### src/rtl/cpu_pkg.sv
// Shared CPU types: writeback source select, load funct3 codes, writeback FSM states.
package cpu_pkg;

  localparam int XLEN = 32;

  typedef enum logic [1:0] {
    WB_ALU = 2'd0,
    WB_MEM = 2'd1,
    WB_PC4 = 2'd2,
    WB_IMM = 2'd3
  } wb_sel_e;

  localparam logic [2:0] F3_LB  = 3'd0;
  localparam logic [2:0] F3_LH  = 3'd1;
  localparam logic [2:0] F3_LW  = 3'd2;
  localparam logic [2:0] F3_LBU = 3'd4;
  localparam logic [2:0] F3_LHU = 3'd5;

  typedef enum logic {
    IDLE     = 1'b0,
    WAIT_MEM = 1'b1
  } wb_state_e;

  // Reserved funct3 codes behave as LW, so they fall into the word check.
  function automatic logic load_misaligned(input logic [2:0] f3, input logic [1:0] addr_lo);
    logic mis;
    case (f3)
      F3_LB, F3_LBU: mis = 1'b0;
      F3_LH, F3_LHU: mis = addr_lo[0];
      default:       mis = (addr_lo != 2'd0);
    endcase
    return mis;
  endfunction

endpackage

### src/rtl/writeback_stage_load_align.sv
// Load data aligner: picks byte/half/word from the raw aligned word and extends to XLEN.
// Purely combinational; reserved funct3 codes pass the word through like LW.
module writeback_stage_load_align
  import cpu_pkg::*;
#(
  parameter int XLEN = cpu_pkg::XLEN
) (
  input  logic [XLEN-1:0] rdata,
  input  logic [2:0]      funct3,
  input  logic [1:0]      addr_lo,
  output logic [XLEN-1:0] result
);

  logic [7:0]  byte_sel;
  logic [15:0] half_sel;

  assign byte_sel = rdata[8*addr_lo +: 8];
  assign half_sel = rdata[16*addr_lo[1] +: 16];

  always_comb begin
    result = rdata;
    case (funct3)
      F3_LB:   result = {{(XLEN-8){byte_sel[7]}}, byte_sel};
      F3_LBU:  result = {{(XLEN-8){1'b0}}, byte_sel};
      F3_LH:   result = {{(XLEN-16){half_sel[15]}}, half_sel};
      F3_LHU:  result = {{(XLEN-16){1'b0}}, half_sel};
      default: result = rdata;
    endcase
  end

endmodule

### src/rtl/writeback_stage.sv
// Writeback stage: selects result source, aligns load data, drives the register file write port.
// Optional retire counter enabled by defining WB_RETIRE_CNT_EN; otherwise retire_count is tied to zero.
module writeback_stage
  import cpu_pkg::*;
#(
  parameter int XLEN       = cpu_pkg::XLEN,
  parameter int REG_ADDR_W = 5
) (
  input  logic                  clk,
  input  logic                  reset,
  input  logic                  in_valid,
  output logic                  in_ready,
  input  logic [REG_ADDR_W-1:0] in_rd,
  input  logic                  in_reg_write,
  input  logic [1:0]            in_wb_sel,
  input  logic [2:0]            in_funct3,
  input  logic [XLEN-1:0]       in_alu_result,
  input  logic [XLEN-1:0]       in_pc_plus4,
  input  logic [XLEN-1:0]       in_imm,
  input  logic                  mem_rvalid,
  input  logic [XLEN-1:0]       mem_rdata,
  output logic [REG_ADDR_W-1:0] rd,
  output logic [XLEN-1:0]       write_data,
  output logic                  reg_write,
  output logic                  misalign_err,
  output logic [63:0]           retire_count
);

  wb_state_e             state;
  logic [REG_ADDR_W-1:0] ld_rd;
  logic [2:0]            ld_funct3;
  logic [1:0]            ld_addr_lo;
  logic                  ld_reg_write;

  logic                  accept;
  logic                  is_load;
  logic                  misaligned;
  logic [XLEN-1:0]       wb_value;
  logic [XLEN-1:0]       load_value;

  assign in_ready   = (state == IDLE);
  assign accept     = in_valid && in_ready;
  assign is_load    = (wb_sel_e'(in_wb_sel) == WB_MEM);
  assign misaligned = load_misaligned(in_funct3, in_alu_result[1:0]);

  always_comb begin
    wb_value = in_alu_result;
    case (wb_sel_e'(in_wb_sel))
      WB_PC4:  wb_value = in_pc_plus4;
      WB_IMM:  wb_value = in_imm;
      default: wb_value = in_alu_result;
    endcase
  end

  writeback_stage_load_align #(.XLEN(XLEN)) u_load_align (
    .rdata   (mem_rdata),
    .funct3  (ld_funct3),
    .addr_lo (ld_addr_lo),
    .result  (load_value)
  );

  always_ff @(posedge clk or negedge reset) begin
    if (!reset) begin
      state        <= IDLE;
      rd           <= '0;
      write_data   <= '0;
      reg_write    <= 1'b0;
      misalign_err <= 1'b0;
      ld_rd        <= '0;
      ld_funct3    <= '0;
      ld_addr_lo   <= '0;
      ld_reg_write <= 1'b0;
    end else begin
      reg_write    <= 1'b0;
      misalign_err <= 1'b0;
      case (state)
        IDLE: begin
          if (accept) begin
            if (is_load) begin
              if (misaligned) begin
                misalign_err <= 1'b1;
              end else begin
                ld_rd        <= in_rd;
                ld_funct3    <= in_funct3;
                ld_addr_lo   <= in_alu_result[1:0];
                ld_reg_write <= in_reg_write;
                state        <= WAIT_MEM;
              end
            end else begin
              rd         <= in_rd;
              write_data <= wb_value;
              reg_write  <= in_reg_write && (in_rd != '0);
            end
          end
        end
        WAIT_MEM: begin
          if (mem_rvalid) begin
            rd         <= ld_rd;
            write_data <= load_value;
            reg_write  <= ld_reg_write && (ld_rd != '0);
            state      <= IDLE;
          end
        end
        default: state <= IDLE;
      endcase
    end
  end

`ifdef WB_RETIRE_CNT_EN
  logic retire_inc;

  // Loads retire on data arrival; everything else, including misaligned drops, at accept.
  assign retire_inc = (accept && (!is_load || misaligned)) ||
                      ((state == WAIT_MEM) && mem_rvalid);

  always_ff @(posedge clk or negedge reset) begin
    if (!reset) begin
      retire_count <= 64'd0;
    end else if (retire_inc) begin
      retire_count <= retire_count + 64'd1;
    end
  end
`else
  assign retire_count = 64'd0;
`endif

endmodule

### config.mk
export PLATFORM = sky130hd
export DESIGN_NAME = writeback_stage
export DESIGN_NICKNAME = d
export VERILOG_FILES = /design/src/rtl/cpu_pkg.sv /design/src/rtl/writeback_stage_load_align.sv /design/src/rtl/writeback_stage.sv
export SDC_FILE = /design/constraint.sdc
export NUM_CORES = 1
export LEC_CHECK = 0
export BUFFER_PORTS_ARGS = -buffer_cell sky130_fd_sc_hd__buf_2
export CAP_MARGIN = 30
export CELL_PAD_IN_SITES_DETAIL_PLACEMENT = 1
export CELL_PAD_IN_SITES_GLOBAL_PLACEMENT = 1
export CORE_ASPECT_RATIO = 1.2
export CORE_MARGIN = 4
export CORE_UTILIZATION = 30
export DETAILED_ROUTE_END_ITERATION = 10
export GPL_ROUTABILITY_DRIVEN = 0
export PLACE_DENSITY = 0.89
export SKIP_CTS_REPAIR_TIMING = 1
export SYNTH_ARGS = -nofsm -noshare
export SYNTH_HDL_FRONTEND = slang
export SYNTH_SLANG_ARGS = --single-unit
### constraint.sdc
create_clock -name clk -period 2.6 [get_ports clk]
set_clock_uncertainty 0.1 [all_clocks]
set_input_delay 0.13 -clock clk [delete_from_list [all_inputs] [get_ports clk]]
set_output_delay 0.13 -clock clk [all_outputs]
set_load 0.01 [all_outputs]
==> results by stage <==
Power:
- The leakage power is ~2.5 nW.
- The power per standard cell area is between 500 and 600 nW/um^2.
- After layout, the design draws a total of approximately 0.0030 W.
- The maximum vdd ir drop is roughly 0.00028 V.

Finish:
- The number of antenna repair diodes is 0.
- Compared with the post-synthesis result, the final layout area differs by 27.2%.
- For this run, the post-layout net count is roughly 770.
- The final standard cell utilization of the core is 0.394.
- Of the cells placed in the final design, the portion with a size suffix greater than 1 is 0.347.
- After routing the design area is ~5100 sq um.

Clock tree:
- Clock tree synthesis inserted a total of 5 buffers.
- The H-tree level count is 2.
- TritonCTS built the clock tree.
- The cell sitting at the root of the clock tree is a sky130_fd_sc_hd__clkbuf_16.
- The maximum count of clock buffers along a single path is 2.
- The clock network latency to the later pin of the worst-skew pair is 0.30 ns.
- Clock-pin slew was measured on the worst setup and hold paths at 0.08 ns.
- Counting every sink on the clock net gives 51.

Floorplan:
- The initial core utilization is 0.309.
- Measured along the x axis, the die boundary spans ~110 microns.
- The floorplan die height is between 100 and 150 microns.
- approximately 250 I/O pins were placed.
- The row count is 45.
- The die covers 15,200 sq um.
- The core area is ~13,000 sq um.

Setup path:
- The kind of capture point of the worst setup path is a flip-flop.
- The worst-path maximum fanout is 16.
- Data on the critical path arrives at its endpoint at ~2.2 ns.
- The critical path data required time is ~2.7 ns.
- The worst setup path is launched from a flip-flop.
- The class of the most critical setup path is flip-flop to flip-flop.

Synth:
- Yosys printed 0 warnings.
- The sequential fraction of the synthesis area is 0.321.
- Counting every instance in the synthesized netlist gives between 400 and 500.
- The distinct cell type count of the synthesized netlist is 44.
- The average footprint of a synthesized cell is just under 9 sq um.
- The number of synthesized register bits is 51.
- After synthesis the cells add up to slightly below 4000 sq um.

Global routing:
- The total routing usage reported by global routing is 0.186.
- The number of global-route vias before repair is approximately 4k.
- The initial antenna violation count came to 0.
- The total overflow left after global routing is 0.
- The largest net degree at the start of global routing is 36.
- The first-pass GRT wire length is ~22,000 microns.

Route:
- The total detailed-routing wirelength is between 10,000 and 15,000 microns.
- The first-iteration detailed-routing DRC count is between 150 and 200.
- The residual DRC count is 0.
- The via density per instance is 4.92.
- The via count is between 3k and 4k.
- The highest metal layer carrying signal wires in the routed design is met4.
- After detailed routing, the met3 layer carries 1070 microns of wire.
- The first-pass iteration count of the detailed router is 4.
- The met2 wire length is around 8000 microns.
- The routed metal-1 wirelength is 5490 microns.
- The number of nets still failing antenna checks after routing is 0.
- In the final routed layout, each cell accounts on average for between 15 and 20 microns.

STA:
- Setup violations remaining at the end of the flow were counted as 0.
- At the pin with the least slew margin, the transition time is around 0.74 ns.
- The minimum clock period after layout is between 2 and 2.5 ns.
- The final number of hold-violating endpoints is 2.
- On the final layout, the worst hold slack is -0.0152 ns.
- The share of the cycle needed by the critical path after routing is 0.814.
- Setup repair after global routing left no endpoint under its margin.
- The number of max-slew violations in the final report came to 0.
- The sum of negative setup slack is 0 ns.
- The upper clock frequency limit is roughly 0.47 GHz.
- Measured against its own limit, the worst slew margin works out to 0.502.

Run status:
- The final reports fail on negative hold slack.
- The flow ran to the end, but the final reports show violations.

Placed design:
- In this run the cell area measured after placement is 4820 sq um.
- Detailed placement finished with a half-perimeter wire length of 12,200 microns.
- The number of I/O port buffers is ~180.

Job:
- The tool flagged a number of max-cap violations equal to 0.

Hold path:
- The worst hold path class is input pin to flip-flop.
## sequential cells by signal (all words and copies together) (netlist names)
name / count
state: 1
rd: 5
ld_funct3: 3
ld_addr_lo: 2
write_data: 32
ld_rd: 5
reg_write: 1
ld_reg_write: 1
misalign_err: 1
## synthesized netlist by cell type, drive strengths merged
| cell | count | area, sq um |
|---|---|---|
| a211o | 1 | 8.76 |
| a211oi | 1 | 7.51 |
| a21o | 3 | 22.5 |
| a21oi | 30 | 150 |
| a221oi | 5 | 43.8 |
| a22o | 1 | 8.76 |
| a22oi | 8 | 60.1 |
| a2bb2oi | 6 | 52.6 |
| a31oi | 4 | 25.0 |
| and2 | 14 | 87.6 |
| buf | 78 | 557 |
| clkbuf | 14 | 52.6 |
| conb | 1 | 3.75 |
| dfrtp | 51 | 1280 |
| inv | 10 | 37.5 |
| mux2 | 12 | 135 |
| mux2i | 44 | 440 |
| mux4 | 1 | 22.5 |
| nand2 | 18 | 67.6 |
| nand2b | 7 | 43.8 |
| nand3 | 1 | 5.00 |
| nand3b | 4 | 30.0 |
| nor2 | 42 | 158 |
| nor2b | 4 | 25.0 |
| nor3 | 1 | 5.00 |
| nor3b | 2 | 20.0 |
| nor4 | 1 | 12.5 |
| o2111ai | 3 | 26.3 |
| o211ai | 10 | 75.1 |
| o21ai | 19 | 98.9 |
| o21ba | 16 | 160 |
| o22a | 4 | 35.0 |
| o22ai | 26 | 163 |
| o31ai | 1 | 21.3 |
| o41ai | 1 | 8.76 |
| or4 | 3 | 26.3 |
## where the power goes
group,internal (W),switching (W),total (W)
clock,0.000368,0.000338,0.000707
combinational,0.000548,0.000659,0.00121
sequential,0.000962,0.000151,0.00111
## per-stage QoR
step / std cells / hold WS, ns / setup WS, ns
global route: 793 / 0.00275 / 0.321
floorplan: 510 / -0.266 / 0.804
detailed placement: 777 / -0.0206 / 0.469
CTS: 785 / -0.351 / 0.462
finish: 793 / -0.0152 / 0.483
global placement: 776 / -0.0242 / 0.557
## routing by layer
layer	global-route usage	up-vias
met2	0.351	165
li1	-	1846
met4	0.0508	0
met3	0.0402	21
met5	0	-
met1	0.207	1870
## cell type report
cell class / count / area (sq um)
inverter: 10 / 37.5
clock inverter: 3 / 28.8
clock buffer: 5 / 125
timing repair buffer: 203 / 1100
multi-input combinational: 357 / 2290
tap: 164 / 205
sequential: 51 / 1280
fill: 1607 / 7780
## path summary, 6_finish.rpt
| check | from | endpoint | slack, ns | cells past startpoint |
|---|---|---|---|---|
| hold / removal | in_rd[3] | ld_rd[3]$_DFFE_PN0P_ | -0.02 | 2 |
| setup / recovery | ld_addr_lo[1]$_DFFE_PN0P_ | write_data[24]$_DFFE_PN0P_ | 0.48 | 5 |
| setup reg to reg | ld_addr_lo[1]$_DFFE_PN0P_ | write_data[24]$_DFFE_PN0P_ | 0.48 | 5 |
| min in group asynchronous | reset | write_data[21]$_DFFE_PN0P_ | 0.19 | 2 |
| hold reg to reg | rd[4]$_DFFE_PN0P_ | rd[4]$_DFFE_PN0P_ | 0.38 | 2 |
| max in group asynchronous | reset | write_data[2]$_DFFE_PN0P_ | 1.38 | 3 |
## cell usage in the layout, fill, tap and decap left out, types with 12 or more instances in the layout
cell type	netlist	final
sky130_fd_sc_hd__a21oi_1	30	30
sky130_fd_sc_hd__and2_1	14	14
sky130_fd_sc_hd__buf_2	7	182
sky130_fd_sc_hd__buf_4	66	12
sky130_fd_sc_hd__conb_1	1	64
sky130_fd_sc_hd__dfrtp_1	51	51
sky130_fd_sc_hd__mux2i_1	44	44
sky130_fd_sc_hd__nand2_1	18	18
sky130_fd_sc_hd__nor2_1	42	42
sky130_fd_sc_hd__o21ba_1	16	16
sky130_fd_sc_hd__o22ai_1	26	26
## kinds of logic after synthesis
kind of cell	Yosys count	synth area share
other	1	0.000944
AO/OA/AOI/OAI	139	0.243
multiplexers	57	0.151
buffers and inverters	102	0.163
AND/OR/NAND/NOR	97	0.121
flip-flops	51	0.321
## critical path: stages (launching register included)
cell and delay (ns):
sky130_fd_sc_hd__dfrtp_1 0.60, sky130_fd_sc_hd__inv_1 0.18, sky130_fd_sc_hd__o41ai_1 0.62, sky130_fd_sc_hd__o31ai_4 0.08
sky130_fd_sc_hd__buf_4 0.21, sky130_fd_sc_hd__o21ba_1 0.20
Power figures use the tool's default switching activity.
